**config.mk**
```make
export PLATFORM = sky130hd
export DESIGN_NAME = m_connect4_game_ctrl
export DESIGN_NICKNAME = d
export VERILOG_FILES = /design/src/rtl/m_connect4_game_ctrl.sv
export SDC_FILE = /design/constraint.sdc
export NUM_CORES = 1
export LEC_CHECK = 0
export BUFFER_PORTS_ARGS = -buffer_cell sky130_fd_sc_hd__buf_2
export CAP_MARGIN = 20
export CORE_MARGIN = 2
export CORE_UTILIZATION = 60
export DETAILED_ROUTE_END_ITERATION = 10
export GPL_TIMING_DRIVEN = 1
export PLACE_DENSITY = 0.83
export SETUP_SLACK_MARGIN = 0.3
export SLEW_MARGIN = 15
export SYNTH_ARGS = -nofsm -noshare
export SYNTH_HDL_FRONTEND = slang
export SYNTH_SLANG_ARGS = --single-unit
export TNS_END_PERCENT = 5
```
**constraint.sdc**
```tcl
create_clock -name w_clk -period 3.8 [get_ports w_clk]
set_input_delay 0.19 -clock w_clk [delete_from_list [all_inputs] [get_ports w_clk]]
set_output_delay 0.19 -clock w_clk [all_outputs]
set_load 0.01 [all_outputs]
```
**src/rtl/m_connect4_game_ctrl.sv**
```systemverilog
// Connect-four game-state controller: owns the 7x6 board, takes human moves,
// runs the AI search handshake and detects win/draw after every move.
module m_connect4_game_ctrl #(
  parameter int MAX_PIECES = 42,
  localparam int COL_SIZE = 3,
  localparam int FIELD_SIZE = 42,
  localparam int PILE_COUNT_ARRAY_SIZE = 21
) (
  input  logic                             w_clk,
  input  logic                             w_rst_n,
  input  logic                             i_start,
  input  logic                             i_human_first,
  input  logic                             i_mv_valid,
  input  logic [COL_SIZE-1:0]              i_mv_col,
  output logic                             o_mv_ready,
  output logic                             o_err_illegal,
  output logic                             o_srch_en,
  output logic [FIELD_SIZE-1:0]            o_me_field,
  output logic [FIELD_SIZE-1:0]            o_op_field,
  output logic [PILE_COUNT_ARRAY_SIZE-1:0] o_pile_count_array,
  input  logic                             i_srch_fin,
  input  logic [COL_SIZE-1:0]              i_srch_col,
  input  logic signed [15:0]               i_srch_score,
  output logic signed [15:0]               o_last_score,
  output logic [1:0]                       o_result,
  output logic [5:0]                       o_piece_cnt,
  output logic [2:0]                       o_dbg_state
);

  typedef enum logic [2:0] {
    S_IDLE      = 3'd0,
    S_CLEAR     = 3'd1,
    S_H_WAIT    = 3'd2,
    S_H_CHECK   = 3'd3,
    S_AI_SEARCH = 3'd4,
    S_AI_CHECK  = 3'd5,
    S_OVER      = 3'd6
  } state_t;

  state_t                           state_q, state_d;
  logic [FIELD_SIZE-1:0]            me_q, me_d, op_q, op_d;
  logic [PILE_COUNT_ARRAY_SIZE-1:0] pile_q, pile_d;
  logic [5:0]                       cnt_q, cnt_d;
  logic [1:0]                       result_q, result_d;
  logic signed [15:0]               score_q, score_d;
  logic                             hf_q, hf_d;
  logic                             err_q, err_d;
  logic                             mv_ready_q, srch_en_q;
  logic                             mv_illegal;
  logic [COL_SIZE-1:0]              ai_col;

  // Column 7 reports a full pile so one comparison covers both illegal cases.
  function automatic logic [2:0] pile_of(input logic [20:0] arr, input logic [2:0] col);
    logic [2:0] h;
    h = 3'd6;
    for (int c = 0; c < 7; c++)
      if (col == 3'(c)) h = arr[3*c +: 3];
    return h;
  endfunction

  function automatic logic [2:0] first_open(input logic [20:0] arr);
    logic [2:0] col;
    logic       found;
    col   = 3'd0;
    found = 1'b0;
    for (int c = 0; c < 7; c++)
      if (!found && arr[3*c +: 3] != 3'd6) begin
        col   = 3'(c);
        found = 1'b1;
      end
    return col;
  endfunction

  function automatic logic [41:0] drop_field(input logic [41:0] f, input logic [20:0] arr,
                                             input logic [2:0] col);
    logic [41:0] r_f;
    r_f = f;
    for (int c = 0; c < 7; c++)
      for (int r = 0; r < 6; r++)
        if (col == 3'(c) && arr[3*c +: 3] == 3'(r)) r_f[r*7+c] = 1'b1;
    return r_f;
  endfunction

  function automatic logic [20:0] bump_pile(input logic [20:0] arr, input logic [2:0] col);
    logic [20:0] r_a;
    r_a = arr;
    for (int c = 0; c < 7; c++)
      if (col == 3'(c)) r_a[3*c +: 3] = arr[3*c +: 3] + 3'd1;
    return r_a;
  endfunction

  // 24 horizontal, 21 vertical and 2x12 diagonal lines.
  function automatic logic has_four(input logic [41:0] f);
    logic hit;
    hit = 1'b0;
    for (int r = 0; r < 6; r++)
      for (int c = 0; c < 4; c++)
        if (f[r*7+c] && f[r*7+c+1] && f[r*7+c+2] && f[r*7+c+3]) hit = 1'b1;
    for (int r = 0; r < 3; r++)
      for (int c = 0; c < 7; c++)
        if (f[r*7+c] && f[r*7+c+7] && f[r*7+c+14] && f[r*7+c+21]) hit = 1'b1;
    for (int r = 0; r < 3; r++)
      for (int c = 0; c < 4; c++)
        if (f[r*7+c] && f[r*7+c+8] && f[r*7+c+16] && f[r*7+c+24]) hit = 1'b1;
    for (int r = 0; r < 3; r++)
      for (int c = 3; c < 7; c++)
        if (f[r*7+c] && f[r*7+c+6] && f[r*7+c+12] && f[r*7+c+18]) hit = 1'b1;
    return hit;
  endfunction

  assign mv_illegal = (pile_of(pile_q, i_mv_col) == 3'd6);
  assign ai_col     = (pile_of(pile_q, i_srch_col) == 3'd6) ? first_open(pile_q) : i_srch_col;

  always_comb begin
    state_d  = state_q;
    me_d     = me_q;
    op_d     = op_q;
    pile_d   = pile_q;
    cnt_d    = cnt_q;
    result_d = result_q;
    score_d  = score_q;
    hf_d     = hf_q;
    err_d    = 1'b0;
    if (i_start) begin
      state_d  = S_CLEAR;
      me_d     = '0;
      op_d     = '0;
      pile_d   = '0;
      cnt_d    = '0;
      result_d = 2'b00;
      hf_d     = i_human_first;
    end else begin
      case (state_q)
        S_CLEAR: state_d = hf_q ? S_H_WAIT : S_AI_SEARCH;
        S_H_WAIT: begin
          if (i_mv_valid) begin
            if (mv_illegal) begin
              err_d = 1'b1;
            end else begin
              op_d    = drop_field(op_q, pile_q, i_mv_col);
              pile_d  = bump_pile(pile_q, i_mv_col);
              cnt_d   = cnt_q + 6'd1;
              state_d = S_H_CHECK;
            end
          end
        end
        S_H_CHECK: begin
          if (has_four(op_q)) begin
            result_d = 2'b01;
            state_d  = S_OVER;
          end else if (cnt_q == 6'(MAX_PIECES)) begin
            result_d = 2'b11;
            state_d  = S_OVER;
          end else begin
            state_d = S_AI_SEARCH;
          end
        end
        S_AI_SEARCH: begin
          if (i_srch_fin) begin
            me_d    = drop_field(me_q, pile_q, ai_col);
            pile_d  = bump_pile(pile_q, ai_col);
            cnt_d   = cnt_q + 6'd1;
            score_d = i_srch_score;
            state_d = S_AI_CHECK;
          end
        end
        S_AI_CHECK: begin
          if (has_four(me_q)) begin
            result_d = 2'b10;
            state_d  = S_OVER;
          end else if (cnt_q == 6'(MAX_PIECES)) begin
            result_d = 2'b11;
            state_d  = S_OVER;
          end else begin
            state_d = S_H_WAIT;
          end
        end
        default: ;
      endcase
    end
  end

  // Handshake outputs follow the next state so they are valid for the whole state.
  always_ff @(posedge w_clk or negedge w_rst_n) begin
    if (!w_rst_n) begin
      state_q    <= S_IDLE;
      me_q       <= '0;
      op_q       <= '0;
      pile_q     <= '0;
      cnt_q      <= '0;
      result_q   <= 2'b00;
      score_q    <= '0;
      hf_q       <= 1'b0;
      err_q      <= 1'b0;
      mv_ready_q <= 1'b0;
      srch_en_q  <= 1'b0;
    end else begin
      state_q    <= state_d;
      me_q       <= me_d;
      op_q       <= op_d;
      pile_q     <= pile_d;
      cnt_q      <= cnt_d;
      result_q   <= result_d;
      score_q    <= score_d;
      hf_q       <= hf_d;
      err_q      <= err_d;
      mv_ready_q <= (state_d == S_H_WAIT);
      srch_en_q  <= (state_d == S_AI_SEARCH);
    end
  end

  assign o_mv_ready         = mv_ready_q;
  assign o_err_illegal      = err_q;
  assign o_srch_en          = srch_en_q;
  assign o_me_field         = me_q;
  assign o_op_field         = op_q;
  assign o_pile_count_array = pile_q;
  assign o_last_score       = score_q;
  assign o_result           = result_q;
  assign o_piece_cnt        = cnt_q;
  assign o_dbg_state        = state_q;

endmodule
```
==> results of run 1 <==
[final cells by class]
cell class,count,area share [%]
Sequential cell,136,36.2
Clock inverter,12,1.52
Tap cell,172,2.29
Clock buffer,20,4.86
Timing Repair Buffer,188,11.3
Inverter,42,1.68
Multi-Input combinational cell,597,42.1
[final timing paths]
kind                                          endpoint  slack, ps  cells after the start
hold / removal                 o_err_illegal$_DFF_PN0_         70                      2
max in group asynchronous   o_piece_cnt[1]$_DFFE_PN0P_       2520                      3
setup / recovery            o_me_field[33]$_DFFE_PN0P_        920                      9
hold reg to reg            o_last_score[7]$_DFFE_PN0P_        470                      2
setup reg to reg            o_me_field[33]$_DFFE_PN0P_        920                      9
min in group asynchronous   o_me_field[40]$_DFFE_PN0P_        380                      2
[cells by family (layout without fill, tap and decap cells)]
group	after synthesis	in the layout	share of synthesized area, %
adders and majority gates	37	37	6.01
buffers and inverters	82	262	4.40
and+or+nand+nor	322	322	20.3
muxes	23	23	3.33
AOI/OAI and AO/OA	211	211	21.3
xor gates and xnor gates	4	4	0.455
DFF	136	136	44.2
[metrics by stage]
step           instance area [µm²]  power, µW
2_1_floorplan                 7700       2440
3_3_place_gp                  8610       2880
3_5_place_dp                  8610       2920
4_1_cts                       9390       4600
5_1_grt                       9390       4810
6_report                      9390       4620
[flip-flops by register name (all words and copies together) (netlist names)]
signal / cells
o_me_field: 42
o_op_field: 42
o_pile_count_array: 21
o_last_score: 16
o_piece_cnt: 6
o_dbg_state: 3
o_result: 2
hf_q: 1
o_err_illegal: 1
o_mv_ready: 1
o_srch_en: 1
[power breakdown]
group          switching [µW]  internal [µW]  total [µW]  leakage [µW]
Clock                     648           1010        1660      0.000285
Combinational             723            414        1140       0.00245
Sequential                226           1600        1820       0.00185
Total                    1600           3020        4620       0.00459
[what timing repair did]
item / CTS / global route
endpoints found under the hold margin: 100 / 0
resized for setup: 0 / 0
hold buffers: 18 / 0
[routing by layer]
layer | global-route usage [%] | routed length [µm]
met4 | 19.4 | 1330
met2 | 58.7 | 11600
met1 | 52.3 | 9940
met5 | 0 | 0
met3 | 14.5 | 3530
[placed cells by master (no fill, tap or decap), drive strengths merged, types with 18 or more instances in the layout]
master,synthesis,routed
a21oi,26,26
a31oi,36,36
buf,12,170
clkbuf,28,20
dfrtp,136,136
dlygate4sd3,0,18
ha,37,37
inv,42,45
nand2,113,113
nand3,41,41
nand4,20,20
nor2,86,86
o2111ai,24,24
o211ai,20,20
o21ai,24,24
[worst max-delay path, cell delays in order (launching register included)]
cell       delay [ps]
dfrtp_1           460
inv_1             140
ha_1              300
nand4_4           150
a2111oi_2         350
a31oi_1            70
a32o_2            340
nor2_1            280
nand4_1           390
o2bb2ai_1         300
==> flow_summary.ini, run 1 <==
[place]
port_buffers = 162
gp_congestion = 0.991
dp_slack_ps = 1030
placed_cells = 1117
place_hpwl_um = 18700

[route]
drtAntennaViolNets = 0
route.detailed.drc = 0
vias_per_cell = 6.71
wirelength_um = 26400
vias = 7830
drt_iter0_drc = 1195
dr.pass1.iters = 6
wire_per_inst_um = 22.6

[yosys]
yosysTopAreaCellShare_pct = 44.2
synth_cell_types = 76
netlist_top_cells_count = dfrtp_1, nand2_1, nor2_1, inv_1, nand3_1
yosysSeqAreaShare_pct = 44.2
ys_seq_elements = 136
synth_top_cell_by_area = dfrtp_1
async_flop_share_pct = 100
syn-instance-count = 815
syn_area_um2 = 7700
synthesis.nets = 880
ys.flop_type = dfrtp_1
synth-edff-count = 0
yosysMostFrequentCell = dfrtp_1
yosys-top-cells-area = dfrtp_1, ha_1, nand2_1, nor2_1, a31oi_1
synth_warnings = 0
avgSynthCellArea_um2 = 9.45

[sta]
fin_crit_sh_pct = 75.9
relSlewSlack_pct = 21.6
finalHoldViolations = 0
drv_slew = 0
period_needed_ps = 2880
setup_violations = 0
fin_setup_tns_ps = 0
tightestPinTransition_ps = 1170
fin_ws_ps = 916
max_freq_mhz = 347
timing.hold.ws_ps = 71.1
rsz0062_at_grt = no
skew_ps = 8.01

[floorplan]
die-area_um2 = 13800
initial_core_util_pct = 61.3
io_pins = 163
placementRows = 41
core-area_um2 = 12600
die_y_um = 117
die_w_um = 117

[pwr]
ir_drop_uv = 450
total_leakage_power_uw = 0.00459
p_per_area_nw_per_um2 = 492

[job]
drv_cap = 0

[critical_path]
end_kind = register
r2r_start = o_pile_count_array[0]$_DFFE_PN0P_
worstSetupPathType = register to register
crit_start = o_pile_count_array[0]$_DFFE_PN0P_
crit_arrival_ps = 3210
crit_fanout = 9
critPathLaunchType = register
cp.required_ps = 4130

[cts]
clk_pin_slew_worst_paths_ps = 60
htree_levels = 4
cts_root_buffer = clkbuf_16
postCtsSetupBuffers = 0
clkSinkCount = 136
clockBufferDepth = 2
cts_buffers = 17
clk_latency_ps = 430
cts_tree = done

[global_route]
track_usage_pct = 39.8
grt_max_degree = 86
grt_pass1_wl_um = 40500
grt_overflow_total = 0
antenna_found_initial = 0
grt_pass1_vias = 7302

[worst_hold_path]
min_from = i_mv_valid
hold_path.class = input port to register

[outcome]
status = finished clean

[layout]
multi_input_area_um2 = 3960
syn_to_final_growth_pct = 22.0
fin_nets = 1047
drive_gt1_share_pct = 23.8
seqCellArea_um2 = 3400
post-route-util_pct = 74.7
insertedDiodeCount = 0
nFillCells = 911
instances_no_fill = 1167
(Power assumes the default switching activity.)
==> inputs of run 2 (changes only) <==
- CORE_UTILIZATION: 60 -> 50
- PLACE_DENSITY: 0.83 -> 0.73
- clock period: 3.8 -> 2.6 ns (I/O delays scaled with it)
==> flow_summary.ini, run 2 (synthesis results as in run 1) <==
[layout]
drive_gt1_share_pct = 34.8
insertedDiodeCount = 0
fin_nets = 1131
final_cell_mix = buf_2, dfrtp_1, nand2_1
final_common_cell = buf_2
syn_to_final_growth_pct = 34.9
final_area_um2 = 10400

[floorplan]
io_pins = 163
initial_core_util_pct = 50.8
placementRows = 45
die-area_um2 = 16400
die_w_um = 128
die_y_um = 128
core-area_um2 = 15100

[pwr]
p_sw_uw = 2530
power_frac_clock_pct = 34.7
seqPwrFrac_pct = 35.5
p_per_area_nw_per_um2 = 703
p_comb_share_pct = 29.8
ir_drop_uv = 467
total_leakage_power_uw = 0.00508
power.share.switching_pct = 34.6
power.internal_uw = 4770

[sta]
fin_crit_sh_pct = 99.6
fin_ws_ps = 10.0
rsz0062_at_grt = yes
setup_violations = 0
max_freq_mhz = 386
period_needed_ps = 2590
relSlewSlack_pct = 57.0
timing.hold.ws_ps = 12.1
tightestPinTransition_ps = 642
finalHoldViolations = 0
skew_ps = 8.10
drv_slew = 0

[job]
drv_cap = 0

[global_route]
antenna_found_initial = 0
grt_pass1_wl_um = 42400
grt_overflow_total = 0
grt_max_degree = 67
grt_pass1_vias = 7398
track_usage_pct = 33.8

[route]
vias = 8055
wire_per_inst_um = 22.2
wirelength_um = 28100
drtAntennaViolNets = 0
route.detailed.drc = 0
drt_iter0_drc = 1003
dr.pass1.iters = 6
vias_per_cell = 6.36

[critical_path]
r2r-end = o_pile_count_array[6]$_DFFE_PN0P_
end_kind = register
critPathCapture = o_pile_count_array[6]$_DFFE_PN0P_
r2r_start = o_pile_count_array[17]$_DFFE_PN0P_
crit_start = o_pile_count_array[17]$_DFFE_PN0P_
worstSetupPathType = register to register
crit_arrival_ps = 2900
critPathLaunchType = register
worst-r2r-cell-count = 8
r2r_slack_ps = 10
cp.required_ps = 2910
crit_fanout = 7

[cts]
clockBufferDepth = 2
htree_levels = 4
cts_buffers = 17
clkSinkCount = 136
clk_pin_slew_worst_paths_ps = 60
clk_latency_ps = 420
cts_tree = done
cts_root_buffer = clkbuf_16

[place]
dpl_cell_area_um2 = 9170
gp_congestion = 0.987
dp_slack_ps = 39.1
place_hpwl_um = 20300
port_buffers = 162

[worst_hold_path]
hold_path.class = input port to register

[outcome]
status = finished clean
[run 2: cell count changes in the layout (fill, tap and decap cells not counted), moves of 5 or more]
| cell | previous run | this run |
|---|---|---|
| inv_2 | 1 | 7 |
| buf_4 | 8 | 88 |
| dfrtp_1 | 136 | 125 |
| nor2_1 | 86 | 80 |
| nor2_2 | 0 | 5 |
| ha_1 | 37 | 31 |
| dfrtp_2 | 0 | 11 |
| ha_4 | 0 | 6 |
| inv_1 | 41 | 35 |
[run 2: metrics by stage]
stage	power (µW)	instances	setup TNS, ps	utilization, %
floorplan	3630	815	0	-
global route	7580	1267	-258	68.6
finish	7300	1267	0	68.6
global placement	4490	1196	0	60.5
detailed placement	4530	1196	0	60.5
CTS	7120	1254	0	66.4
[run 2: critical path, stage by stage (launching register included)]
cell	delay, ps
dfrtp_1	480
nand3b_1	250
mux2i_1	140
o31a_1	340
a32o_2	320
buf_6	140
nor3b_2	160
o211ai_2	260
mux2_2	360
[run 2: layout make-up]
class	count	area, µm²
clock buffer	19	453
clock inverter	13	171
fill	1180	4760
inverter	42	158
multi-input combinational	597	4250
sequential	136	3420
tap	188	235
timing repair buffer	272	1700
[run 2: what timing repair did]
action | CTS | global route
hold buffers | 18 | 0
setup buffers | 8 | 13
setup endpoints to repair | 67 | 105
gates resized for setup | 7 | 52
endpoints found under the hold margin | 79 | 0
pin swaps | 4 | 31
[run 2: metal layers]
layer / vias up / wire length (µm) / global-route usage, %
met2: 554 / 12800 / 51.8
met4: 0 / 1180 / 13.6
met1: 3896 / 11300 / 46.3
met3: 86 / 2830 / 8.26
li1: 3519 / - / -
met5: - / 0 / 0
[run 2: worst min-delay path by stage]
stage	endpoint	slack, ps	cells after the start	startpoint
finish	o_err_illegal$_DFF_PN0_	10	2	i_mv_valid
floorplan	hf_q$_DFFE_PN0P_	-170	0	w_rst_n
detailed placement	o_pile_count_array[2]$_DFFE_PN0P_	160	1	w_rst_n
CTS	o_err_illegal$_DFF_PN0_	2	2	i_mv_valid
global route	o_err_illegal$_DFF_PN0_	10	2	i_mv_valid
global placement	o_pile_count_array[2]$_DFFE_PN0P_	160	1	w_rst_n
[run 2: power by group through the flow]
| stage | logic, µW | registers (µW) | clock network, µW |
|---|---|---|---|
| 2_1_floorplan | 934 | 2690 | 0 |
| 3_3_place_gp | 1900 | 2590 | 0 |
| 3_5_place_dp | 1930 | 2610 | 0 |
| 4_1_cts | 2010 | 2570 | 2540 |
| 5_1_grt | 2330 | 2620 | 2630 |
| 6_report | 2180 | 2590 | 2530 |
==> inputs of run 3 (changes only) <==
- HOLD_SLACK_MARGIN: not set -> 0.15
==> flow_summary.ini, run 3 (synthesis results as in run 1) <==
[critical_path]
r2r-end = o_pile_count_array[6]$_DFFE_PN0P_
crit_fanout = 7
critPathLaunchType = register
crit_arrival_ps = 2880
cp.required_ps = 2900
r2r_start = o_pile_count_array[17]$_DFFE_PN0P_
r2r_slack_ps = 30
worst-r2r-cell-count = 8
end_kind = register
worstSetupPathType = register to register

[layout]
multi_input_area_um2 = 4250
final_cell_mix = buf_2, dfrtp_1, nand2_1
syn_to_final_growth_pct = 35.2
final_common_cell = buf_2
post-route-util_pct = 68.7
nFillCells = 1178
seqCellArea_um2 = 3420
insertedDiodeCount = 0
fin_nets = 1133
final_area_um2 = 10400
drive_gt1_share_pct = 34.8

[sta]
skew_ps = 8.12
relSlewSlack_pct = 57.5
period_needed_ps = 2570
tightestPinTransition_ps = 635
fin_ws_ps = 26.0
rsz0062_at_grt = yes
setup_violations = 0
finalHoldViolations = 0
drv_slew = 0
fin_setup_tns_ps = 0
max_freq_mhz = 388
fin_crit_sh_pct = 99.0

[global_route]
grt_pass1_wl_um = 42500
grt_pass1_vias = 7402
antenna_found_initial = 0
grt_overflow_total = 0
track_usage_pct = 33.8
grt_max_degree = 67

[cts]
cts_tree = done
clk_pin_slew_worst_paths_ps = 60
clkSinkCount = 136
cts_root_buffer = clkbuf_16
clk_latency_ps = 420
clockBufferDepth = 2
htree_levels = 4
cts_buffers = 17

[pwr]
p_per_area_nw_per_um2 = 701
ir_drop_uv = 467
p_total_uw = 7290
total_leakage_power_uw = 0.00509

[route]
wire_per_inst_um = 22.2
route.detailed.drc = 0
drtAntennaViolNets = 0
vias_per_cell = 6.36
wl_met3_um = 2990
top_layer = met4
vias = 8070
wirelength_um = 28100
drt_iter0_drc = 1058
met1_length_um = 11200
dr.pass1.iters = 8
met2_length_um = 12700

[outcome]
status = finished clean

[place]
place_hpwl_um = 20300
port_buffers = 162
dpl_cell_area_um2 = 9170
gp_congestion = 0.987
dp_slack_ps = 39.1

[worst_hold_path]
hold_path.class = input port to async pin

[job]
drv_cap = 0

[floorplan]
io_pins = 163
die_y_um = 128
placementRows = 45
initial_core_util_pct = 50.8
die_w_um = 128
die-area_um2 = 16400
core-area_um2 = 15100
-- run 3: worst max-delay path, stage by stage (launching register included) --
cell and delay, ps:
dfrtp_1 480, nand3b_1 250, mux2i_1 140, o31a_1 340, a32o_2 320, buf_6 140
nor3b_2 160, o211ai_2 260, mux2_2 360
-- run 3: worst max path at each step --
| stage | end | cells after the start | slack [ps] | startpoint |
|---|---|---|---|---|
| floorplan | o_pile_count_array[15]$_DFFE_PN0P_ | 9 | 210 | o_pile_count_array[6]$_DFFE_PN0P_ |
| global placement | o_pile_count_array[15]$_DFFE_PN0P_ | 9 | 110 | o_pile_count_array[12]$_DFFE_PN0P_ |
| detailed placement | o_pile_count_array[17]$_DFFE_PN0P_ | 9 | 40 | o_pile_count_array[12]$_DFFE_PN0P_ |
| CTS | o_pile_count_array[17]$_DFFE_PN0P_ | 9 | 80 | o_pile_count_array[12]$_DFFE_PN0P_ |
| global route | o_pile_count_array[8]$_DFFE_PN0P_ | 10 | -40 | o_pile_count_array[0]$_DFFE_PN0P_ |
| finish | o_pile_count_array[6]$_DFFE_PN0P_ | 8 | 30 | o_pile_count_array[17]$_DFFE_PN0P_ |
-- run 3: metrics by stage --
step / instances / hold slack (ps)
final: 1269 / 279
after global routing: 1269 / 313
after CTS: 1256 / 249
after detailed placement: 1196 / 163
after global placement: 1196 / 161
after floorplan: 815 / -166
-- run 3: routing by layer --
layer / track usage [%] / vias up
met5: 0 / -
met1: 46.4 / 3867
met4: 13.6 / 0
met3: 8.26 / 95
met2: 51.8 / 590
li1: - / 3518
-- run 3: where the power goes --
part | internal [µW] | total (µW) | switching (µW)
clock network | 1570 | 2530 | 965
logic | 854 | 2170 | 1320
registers | 2350 | 2590 | 240
total | 4770 | 7290 | 2520
-- run 3: cell type report --
class	count	area share, %
well taps	188	2.26
multi-input cells	597	40.8
flip-flops and latches	136	32.8
clock inverters	13	1.65
repair buffers	274	16.6
clock buffers	19	4.35
inverters	42	1.51
-- run 3: what timing repair did --
action	4_1_cts	5_1_grt
endpoints found under the hold margin	82	0
buffers inserted	8	13
pin swaps	4	31
resized for setup	7	52
setup endpoints to repair	67	105
hold buffers	20	0
cloned	0	0
